$ cat src/rtl/easyaxi_rd_arb_if.sv
// easyaxi_rd_arb_if -- AXI read-address / read-data bundle.
//
// One instance carries N parallel AR/R ports. Per-port fields are packed
// with port i at bits [(i+1)*W-1 : i*W]. R payload (rdata/rresp/rlast) is a
// single shared copy, so it is broadcast to every port of the bundle.
//
// Modports:
//   master : drives arvalid, ar payload, rready; receives arready, rvalid, R payload
//   slave  : the mirror image of master
//
// Field widths come from the global `AXI_*_W defines; defaults are supplied
// here if the including build has not set them.
//
// Valid/ready semantics: a transfer happens on a rising clk edge where both
// valid and ready are high; valid does not wait for ready, and the payload is
// held stable while valid is high and ready is low.

`ifndef AXI_ID_W
`define AXI_ID_W 4
`endif
`ifndef AXI_ADDR_W
`define AXI_ADDR_W 32
`endif
`ifndef AXI_LEN_W
`define AXI_LEN_W 8
`endif
`ifndef AXI_SIZE_W
`define AXI_SIZE_W 3
`endif
`ifndef AXI_BURST_W
`define AXI_BURST_W 2
`endif
`ifndef AXI_DATA_W
`define AXI_DATA_W 32
`endif
`ifndef AXI_RESP_W
`define AXI_RESP_W 2
`endif

interface easyaxi_rd_arb_if #(
  parameter int N = 1
);
  logic [N-1:0]                arvalid;
  logic [N-1:0]                arready;
  logic [N*`AXI_ID_W-1:0]      arid;
  logic [N*`AXI_ADDR_W-1:0]    araddr;
  logic [N*`AXI_LEN_W-1:0]     arlen;
  logic [N*`AXI_SIZE_W-1:0]    arsize;
  logic [N*`AXI_BURST_W-1:0]   arburst;
  logic [N-1:0]                rvalid;
  logic [N-1:0]                rready;
  logic [`AXI_DATA_W-1:0]      rdata;
  logic [`AXI_RESP_W-1:0]      rresp;
  logic                        rlast;

  modport master (
    output arvalid, arid, araddr, arlen, arsize, arburst, rready,
    input  arready, rvalid, rdata, rresp, rlast
  );

  modport slave (
    input  arvalid, arid, araddr, arlen, arsize, arburst, rready,
    output arready, rvalid, rdata, rresp, rlast
  );
endinterface

$ cat src/rtl/easyaxi_rd_arb.sv
// easyaxi_rd_arb -- two-master AXI read arbiter, one transaction in flight.
//
// An IDLE -> ADDR -> DATA FSM grants one upstream master, forwards its AR
// request downstream, routes the R beats back to it until rlast, then
// returns to IDLE. Ties go round-robin against the last completed grant.
//
// Ports:
//   clk, rst_n   clock, asynchronous active-low reset
//   enable       low blocks new grants; an in-flight transaction completes
//   axi_m        upstream bundle (N = NUM_MST), slave modport
//   axi_s        downstream bundle (N = 1), master modport
//   arb_grant    one-hot grant, zero in IDLE
//   arb_busy     high whenever the FSM is not in IDLE
//   arb_state    current FSM state (IDLE=0, ADDR=1, DATA=2)
//
// Build option: define EASYAXI_RD_ARB_FIXED_PRI_EN to make master 0 win
// every tie (no round-robin history kept).
//
// Only NUM_MST = 2 is supported.

`ifndef AXI_ID_W
`define AXI_ID_W 4
`endif
`ifndef AXI_ADDR_W
`define AXI_ADDR_W 32
`endif
`ifndef AXI_LEN_W
`define AXI_LEN_W 8
`endif
`ifndef AXI_SIZE_W
`define AXI_SIZE_W 3
`endif
`ifndef AXI_BURST_W
`define AXI_BURST_W 2
`endif
`ifndef AXI_DATA_W
`define AXI_DATA_W 32
`endif
`ifndef AXI_RESP_W
`define AXI_RESP_W 2
`endif

module easyaxi_rd_arb #(
  parameter int NUM_MST = 2
) (
  input  logic                 clk,
  input  logic                 rst_n,
  input  logic                 enable,
  easyaxi_rd_arb_if.slave      axi_m,
  easyaxi_rd_arb_if.master     axi_s,
  output logic [NUM_MST-1:0]   arb_grant,
  output logic                 arb_busy,
  output logic [1:0]           arb_state
);

  localparam logic [1:0] IDLE = 2'd0;
  localparam logic [1:0] ADDR = 2'd1;
  localparam logic [1:0] DATA = 2'd2;

  logic [1:0] state;
  logic [1:0] grant;
  logic [1:0] winner;
  logic       gidx;
  logic       ar_hs;
  logic       r_done;

`ifdef EASYAXI_RD_ARB_FIXED_PRI_EN
  always_comb begin
    winner = 2'b00;
    if (axi_m.arvalid[0])      winner = 2'b01;
    else if (axi_m.arvalid[1]) winner = 2'b10;
  end
`else
  // One-hot grant of the last completed transaction; resets to master 1 so
  // master 0 wins the first tie.
  logic [1:0] last_grant;

  always_comb begin
    // A lone requester (or none) is its own winner.
    winner = axi_m.arvalid;
    if (axi_m.arvalid == 2'b11) winner = last_grant[0] ? 2'b10 : 2'b01;
  end
`endif

  assign gidx = grant[1];

  // Downstream AR: only the granted master's valid, and only in ADDR.
  assign axi_s.arvalid = (state == ADDR) && ((axi_m.arvalid & grant) != 2'b00);
  assign axi_s.arid    = gidx ? axi_m.arid[2*`AXI_ID_W-1:`AXI_ID_W]
                              : axi_m.arid[`AXI_ID_W-1:0];
  assign axi_s.araddr  = gidx ? axi_m.araddr[2*`AXI_ADDR_W-1:`AXI_ADDR_W]
                              : axi_m.araddr[`AXI_ADDR_W-1:0];
  assign axi_s.arlen   = gidx ? axi_m.arlen[2*`AXI_LEN_W-1:`AXI_LEN_W]
                              : axi_m.arlen[`AXI_LEN_W-1:0];
  assign axi_s.arsize  = gidx ? axi_m.arsize[2*`AXI_SIZE_W-1:`AXI_SIZE_W]
                              : axi_m.arsize[`AXI_SIZE_W-1:0];
  assign axi_s.arburst = gidx ? axi_m.arburst[2*`AXI_BURST_W-1:`AXI_BURST_W]
                              : axi_m.arburst[`AXI_BURST_W-1:0];

  // Upstream ready/valid are masked by grant, so non-granted masters see 0.
  assign axi_m.arready = (state == ADDR && axi_s.arready) ? grant : 2'b00;
  assign axi_m.rvalid  = (state == DATA && axi_s.rvalid)  ? grant : 2'b00;
  assign axi_s.rready  = (state == DATA) && ((axi_m.rready & grant) != 2'b00);

  // R payload is broadcast; rvalid alone selects the receiver.
  assign axi_m.rdata = axi_s.rdata;
  assign axi_m.rresp = axi_s.rresp;
  assign axi_m.rlast = axi_s.rlast;

  assign ar_hs  = axi_s.arvalid & axi_s.arready;
  assign r_done = axi_s.rvalid & axi_s.rready & axi_s.rlast;

  always_ff @(posedge clk or negedge rst_n) begin
    if (!rst_n) begin
      state <= IDLE;
      grant <= 2'b00;
    end else begin
      case (state)
        IDLE: if (enable && winner != 2'b00) begin
          grant <= winner;
          state <= ADDR;
        end
        // A dropped arvalid simply keeps us here with the grant held.
        ADDR: if (ar_hs) state <= DATA;
        DATA: if (r_done) begin
          grant <= 2'b00;
          state <= IDLE;
        end
        default: begin
          grant <= 2'b00;
          state <= IDLE;
        end
      endcase
    end
  end

`ifndef EASYAXI_RD_ARB_FIXED_PRI_EN
  always_ff @(posedge clk or negedge rst_n) begin
    if (!rst_n)                      last_grant <= 2'b10;
    else if (state == DATA && r_done) last_grant <= grant;
  end
`endif

  assign arb_grant = grant;
  assign arb_busy  = (state != IDLE);
  assign arb_state = state;

endmodule

$ cat src/flat_wrapper.sv
// flat-port wrapper written by rule: the top's interface ports become plain ports
module easyaxi_rd_arb_flat 
#(
  parameter int NUM_MST = 2
)
  (clk, rst_n, enable, arb_grant, arb_busy, arb_state, axi_m_arvalid, axi_m_arid, axi_m_araddr, axi_m_arlen, axi_m_arsize, axi_m_arburst, axi_m_rready, axi_m_arready, axi_m_rvalid, axi_m_rdata, axi_m_rresp, axi_m_rlast, axi_s_arvalid, axi_s_arid, axi_s_araddr, axi_s_arlen, axi_s_arsize, axi_s_arburst, axi_s_rready, axi_s_arready, axi_s_rvalid, axi_s_rdata, axi_s_rresp, axi_s_rlast);
  easyaxi_rd_arb_if #(.N(2)) axi_m_i ();
  easyaxi_rd_arb_if #(.N(1)) axi_s_i ();
  input  logic clk;
  input  logic rst_n;
  input  logic enable;
  output logic [NUM_MST-1:0] arb_grant;
  output logic arb_busy;
  output logic [1:0] arb_state;
  input wire logic [$bits(axi_m_i.arvalid)-1:0] axi_m_arvalid;
  input wire logic [$bits(axi_m_i.arid)-1:0] axi_m_arid;
  input wire logic [$bits(axi_m_i.araddr)-1:0] axi_m_araddr;
  input wire logic [$bits(axi_m_i.arlen)-1:0] axi_m_arlen;
  input wire logic [$bits(axi_m_i.arsize)-1:0] axi_m_arsize;
  input wire logic [$bits(axi_m_i.arburst)-1:0] axi_m_arburst;
  input wire logic [$bits(axi_m_i.rready)-1:0] axi_m_rready;
  output wire logic [$bits(axi_m_i.arready)-1:0] axi_m_arready;
  output wire logic [$bits(axi_m_i.rvalid)-1:0] axi_m_rvalid;
  output wire logic [$bits(axi_m_i.rdata)-1:0] axi_m_rdata;
  output wire logic [$bits(axi_m_i.rresp)-1:0] axi_m_rresp;
  output wire logic [$bits(axi_m_i.rlast)-1:0] axi_m_rlast;
  output wire logic [$bits(axi_s_i.arvalid)-1:0] axi_s_arvalid;
  output wire logic [$bits(axi_s_i.arid)-1:0] axi_s_arid;
  output wire logic [$bits(axi_s_i.araddr)-1:0] axi_s_araddr;
  output wire logic [$bits(axi_s_i.arlen)-1:0] axi_s_arlen;
  output wire logic [$bits(axi_s_i.arsize)-1:0] axi_s_arsize;
  output wire logic [$bits(axi_s_i.arburst)-1:0] axi_s_arburst;
  output wire logic [$bits(axi_s_i.rready)-1:0] axi_s_rready;
  input wire logic [$bits(axi_s_i.arready)-1:0] axi_s_arready;
  input wire logic [$bits(axi_s_i.rvalid)-1:0] axi_s_rvalid;
  input wire logic [$bits(axi_s_i.rdata)-1:0] axi_s_rdata;
  input wire logic [$bits(axi_s_i.rresp)-1:0] axi_s_rresp;
  input wire logic [$bits(axi_s_i.rlast)-1:0] axi_s_rlast;
  assign axi_m_i.arvalid = axi_m_arvalid;
  assign axi_m_i.arid = axi_m_arid;
  assign axi_m_i.araddr = axi_m_araddr;
  assign axi_m_i.arlen = axi_m_arlen;
  assign axi_m_i.arsize = axi_m_arsize;
  assign axi_m_i.arburst = axi_m_arburst;
  assign axi_m_i.rready = axi_m_rready;
  assign axi_m_arready = axi_m_i.arready;
  assign axi_m_rvalid = axi_m_i.rvalid;
  assign axi_m_rdata = axi_m_i.rdata;
  assign axi_m_rresp = axi_m_i.rresp;
  assign axi_m_rlast = axi_m_i.rlast;
  assign axi_s_arvalid = axi_s_i.arvalid;
  assign axi_s_arid = axi_s_i.arid;
  assign axi_s_araddr = axi_s_i.araddr;
  assign axi_s_arlen = axi_s_i.arlen;
  assign axi_s_arsize = axi_s_i.arsize;
  assign axi_s_arburst = axi_s_i.arburst;
  assign axi_s_rready = axi_s_i.rready;
  assign axi_s_i.arready = axi_s_arready;
  assign axi_s_i.rvalid = axi_s_rvalid;
  assign axi_s_i.rdata = axi_s_rdata;
  assign axi_s_i.rresp = axi_s_rresp;
  assign axi_s_i.rlast = axi_s_rlast;
  easyaxi_rd_arb #(.NUM_MST(NUM_MST)) u_core (.clk(clk), .rst_n(rst_n), .enable(enable), .axi_m(axi_m_i), .axi_s(axi_s_i), .arb_grant(arb_grant), .arb_busy(arb_busy), .arb_state(arb_state));
endmodule
$ cat config.mk
export PLATFORM = sky130hd
export DESIGN_NAME = easyaxi_rd_arb_flat
export DESIGN_NICKNAME = d
export VERILOG_FILES = /design/src/rtl/easyaxi_rd_arb_if.sv /design/src/rtl/easyaxi_rd_arb.sv /design/src/flat_wrapper.sv
export SDC_FILE = /design/constraint.sdc
export NUM_CORES = 1
export LEC_CHECK = 0
export BUFFER_PORTS_ARGS = -buffer_cell sky130_fd_sc_hd__buf_2
export CAP_MARGIN = 20
export CORE_AREA = 5 5 88 90
export DETAILED_ROUTE_END_ITERATION = 10
export DIE_AREA = 0 0 93 95
export GPL_TIMING_DRIVEN = 0
export HOLD_SLACK_MARGIN = 0.03
export SYNTH_ARGS = -nofsm -noshare
export SYNTH_HDL_FRONTEND = slang
export SYNTH_SLANG_ARGS = --single-unit
$ cat constraint.sdc
create_clock -name clk -period 1.7 [get_ports clk]
set_clock_uncertainty 0.1 [all_clocks]
set_input_delay 0.34 -clock clk [delete_from_list [all_inputs] [get_ports clk]]
set_output_delay 0.34 -clock clk [all_outputs]
set_load 0.01 [all_outputs]
Word-level counts from Yosys, hierarchy flattened
Index checks and enable logic that the tools add are counted.
{"block": "classes", "eq_ne": 6, "bitwise": 6, "n_reduce_logical": 13, "n_mux": 15}
{"cell": "$mux 32", "count": 1}
{"cell": "$mux 2", "count": 9}
{"cell": "$pmux 2 s3", "count": 2}
{"cell": "$mux 8", "count": 1}
{"cell": "$reduce_bool 2->1", "count": 4}
{"cell": "$logic_and 1x1->1", "count": 6}
{"cell": "$ne 2x1->1 const B", "count": 3}
{"cell": "$reduce_and 3->1", "count": 2}
{"cell": "$and 2x2->2", "count": 2}
{"cell": "$eq 2x2->1 const B", "count": 2}
{"cell": "$mux 4", "count": 1}
{"cell": "$and 1x1->1", "count": 3}
{"cell": "$mux 3", "count": 1}
{"cell": "$eq 2x1->1 const B", "count": 1}
{"cell": "$logic_not 2->1", "count": 1}
{"cell": "$not 1->1", "count": 1}
{"block": "totals", "elab_cells": 43, "reg_bits": 5, "output_inout_bits": 95, "inputBits": 142}

Logic depth before layout (Yosys ltp)
{"block": "depth", "depth_word": 7, "ltp_mapped": 4}

Worst setup path before layout
Ideal clock, no wire load.
{"block": "synth_path", "path_kind": "reg-to-output", "from": "reg u_core.grant[1] (netlist: u_core.arb_grant[1])", "to": "out axi_s_araddr[0]", "arrival_time_ns": 1.113, "stages_incl_launch_ff": 4, "path_slack_ns": 0.147, "t_required_ns": 1.260, "path_buffers": 2, "path_cell_list": "dfrtp_1 -> buf_6 -> buf_2 -> mux2_2"}
{"block": "synth_between", "elab_chain_cells": 1}
{"element": "start, declared", "line": "easyaxi_rd_arb.sv:61", "source": "logic [1:0] grant;"}
{"element": "start signal, assigned", "line": "easyaxi_rd_arb.sv:120", "source": "grant <= winner;"}
{"element": "$mux 32", "line": "easyaxi_rd_arb.sv:91", "source": "assign axi_s.araddr = gidx ? axi_m.araddr[2*`AXI_ADDR_W-1:`AXI_ADDR_W]"}
{"element": "end, declared", "line": "flat_wrapper.sv:29", "source": "output wire logic [$bits(axi_s_i.araddr)-1:0] axi_s_araddr;"}
Every way passes these cells.

Final worst setup path
{"block": "layout_path", "from": "reg u_core.grant[1] (netlist: u_core.arb_grant[1])", "to": "out axi_s_araddr[12]"}
The elaborated chain is that of the path after synthesis.

==> metrics list <==
- Remaining routing DRC violations: 0
- The path with the worst hold slack has its endpoint at u_core.arb_grant[0].
* Portion of the post-synthesis area used by sequential elements: 10.3%
- The number of global-route vias before repair is ~1,700.
- At the end of routability-driven placement, the weighted congestion stood at 0.723.
- Dividing the detail-routed wire length by the instance count gives 13.7 microns.
- Summed over all failing endpoints, the final setup total negative slack is -4.98 ns.
* Total track usage: 10.7%
- Largest buffer count on any clock path: 2
- Final standard cell utilization of the core: 37.7%
- Fin crit period: 1.82 ns
- Fraction of post-synthesis cell area in the top cell type by area: 45.4%
- The number of antenna violations at the first check in global routing is 0.
- The number of nets in the synthesized netlist is 271.
- Port Buffer Count: ~200
- Final hold vios: 0
- Number of synthesized flops with an enable pin: 0
- After clock tree synthesis, the clock-pin slew on the worst setup and hold paths is 0.03 ns.
* Critical Path Start Type: register
- Startpoint of the worst register-to-register path: u_core.arb_grant[1]
- Violations in the final reports: setup timing
* Cell Pwr Density: 957 nW/um^2
- The initialized floorplan defines 31 standard-cell rows.
- mux2_2 is the most common cell in the netlist.
* Clock latency at the later pin of the worst-skew pair: between 0.2 and 0.25 ns
* RSZ-0062 raised after global routing: true
* Cell depth of the worst hold path: 3
- The min-delay analysis places its worst path in the category in -> reg.
- Via-per-instance ratio: 4.10
- For the worst flop-to-flop path, the logic depth is 5.
- In the synthesized netlist, the cells that appear most often are mux2_2, buf_4, buf_2, dfrtp_1, o21ai_0.
- Of the available clock period, the critical path in the final layout requires 107%.
- For this design, the sink count on the clock tree is 5.
* Number of antenna-violating nets in the routed design: 0
* Total chip power: roughly 2.5 mW
* Initial core utilization: 17.4%
- The floorplan step defined a die boundary enclosing 8840 sq um.
* Area after DPL: 2330 sq um
- In this run the vertical extent of the chip is between 90 and 100 microns.
- Total Nets Final: approximately 480
* Data arrival time at the worst-slack endpoint: 1.38 ns
- The worst hold path begins at enable.
- For this design the static power due to leakage is ~1.5 nW.
- The worst setup path is captured at an output port.
- The final layout contains routed wiring with a total length of 5790 microns.
- Post-route insts no fill: ~420
- In the synthesized netlist the async set-or-reset flop fraction comes to 100%.
- Once placement completed, the tool counted placed cells totaling 413.
- Fraction of final layout cells with drive strength greater than 1: 90.0%
* Status: complete, but fails checks
- After synthesis the netlist holds a flip-flop and latch count of 5.
- Summed over all nets, the half-perimeter wirelength after detailed placement is around 5200 microns.
* Final count of pins violating max slew: 0
* Global-route wire length before repair: between 7000 and 8000 microns
- Number of DRC violations after detailed-routing iteration 0: 27
- Along the worst path, the maximum fanout reaches 10.
- In this run the critical register-to-register path is captured at u_core.last_grant[0].
* Mean Syn Cell Area: 9.42 sq um
- Final setup vio count: 51
- In this run the cell area of the synthesized design comes to 1210 sq um.
- Most common flop cell mapped by yosys: dfrtp_1
- Number of primary I/O pins: 237
- Highest clock rate: between 500 and 600 MHz
- Kind of critical path: reg -> out
* Floorplan Core Area: 6980 sq um
- Buffer type at the clock tree root: clkbuf_8
- Summed over all layers, the global routing overflow is 0.
- In this run the register-to-register setup slack is 0.26 ns.
- Across the run, the number of max-cap violations was 0.
* Number of instances in the synthesized netlist: between 100 and 150
* Crit path setup slack, layout: -0.120 ns
- Dominant cells by area after synthesis: mux2_2, buf_4, dfrtp_1
- Pin count of the biggest net entering global routing: 12
- CTS built an H-tree with a depth of 1.
* Area of all placed cells without fillers: 2630 sq um
- The final route contains 1,734 vias.
* Max VDD drop: 0.000305 V
* CTS Buf Count: 3
- CTS tree: yes
* Transition time at the pin with the least slew margin: 0.326 ns
- Biggest area consumer among synthesized cells: mux2_2
- The die is 93 microns wide.
* Worst relative slew slack: 78.0%
* Post-synth cell types: 24
* Number of inserted filler cells in the final layout: 709
* Req. time, crit path: 1.26 ns
- The pre-antenna-repair detailed-routing pass consisted of 4 iterations.
* Antenna diode instance count: 0
- Yosys printed 0 warnings.
- Layout-stage area growth over the synthesis result: 116%
[area by class of cell]
type	count	area [sq um]	share of cell area, %
plain buffers	41	359	13.7
repair buffers	209	1160	44.1
clock buffers	4	45.0	1.71
inverters	2	7.51	0.285
flip-flops and latches	5	128	4.85
well taps	82	103	3.90
multi-input cells	80	828	31.5
[cells in the final DEF, fill, tap and decap left out, drive strengths merged, types with 3 or more instances in the layout]
cell | Yosys | routed
clkbuf | 0 | 4
mux2 | 50 | 50
o21ai | 5 | 5
nand3 | 3 | 3
buf | 42 | 249
dfrtp | 5 | 5
[worst max-delay path: stages (launching register included)]
cell and delay (ns):
dfrtp_1 0.37, buf_12 0.16, buf_6 0.15, mux2_2 0.34
buf_2 0.14
[worst max path at each step]
stage,from,to,depth (start not counted)
CTS,u_core.arb_grant[1],axi_s_arlen[2],4
finish,u_core.arb_grant[1],axi_s_araddr[12],4
detailed placement,u_core.arb_grant[1],axi_s_araddr[23],4
floorplan,u_core.arb_grant[1],axi_s_araddr[0],3
global placement,u_core.arb_grant[1],axi_s_araddr[23],4
global route,u_core.arb_grant[1],axi_s_araddr[11],4
[sequential cells by signal (all words and copies together) (netlist names)]
name,flops
u_core.arb_grant,2
u_core.arb_state,2
u_core.last_grant,1
[per-stage QoR]
stage	hold slack, ns	setup slack (ns)
2_1_floorplan	-0.0556	0.147
3_3_place_gp	0.0540	-0.0865
3_5_place_dp	0.0557	-0.0842
4_1_cts	0.314	-0.138
5_1_grt	0.330	-0.174
6_report	0.314	-0.120
[routing by layer]
metal	global-route usage, %	wire length, microns	vias up
met3	3.11	834	0
met5	0	0	-
met1	11.7	1970	740
met4	1.83	0	0
met2	20.6	2990	145
li1	-	-	849
[cells by family (layout without fill, tap and decap cells)]
family | after synthesis | count (layout) | share of synthesized area, %
flip-flops | 5 | 5 | 10.3
multiplexers | 50 | 50 | 46.3
AND/OR/NAND/NOR | 20 | 20 | 11.2
buffers and inverters | 44 | 256 | 25.6
AO/OA/AOI/OAI | 10 | 10 | 6.49
[report_power, final]
part           internal (mW)  total, mW  leakage (nW)  switching [mW]
Combinational           1.21       2.08          1.42           0.867
Clock                  0.161      0.213        0.0228          0.0529
Sequential             0.166      0.221        0.0618          0.0551
Total                   1.54       2.52          1.51           0.975
[timing repair]
| action | in CTS | in global routing |
|---|---|---|
| endpoints found under the setup margin | 51 | 54 |
| setup buffers | 3 | 3 |
| pin swaps | 0 | 2 |
| hold buffers | 1 | 0 |
| gates resized for setup | 36 | 11 |
| endpoints found under the hold margin | 5 | 0 |
No activity file was read; power rests on OpenSTA's default activity.
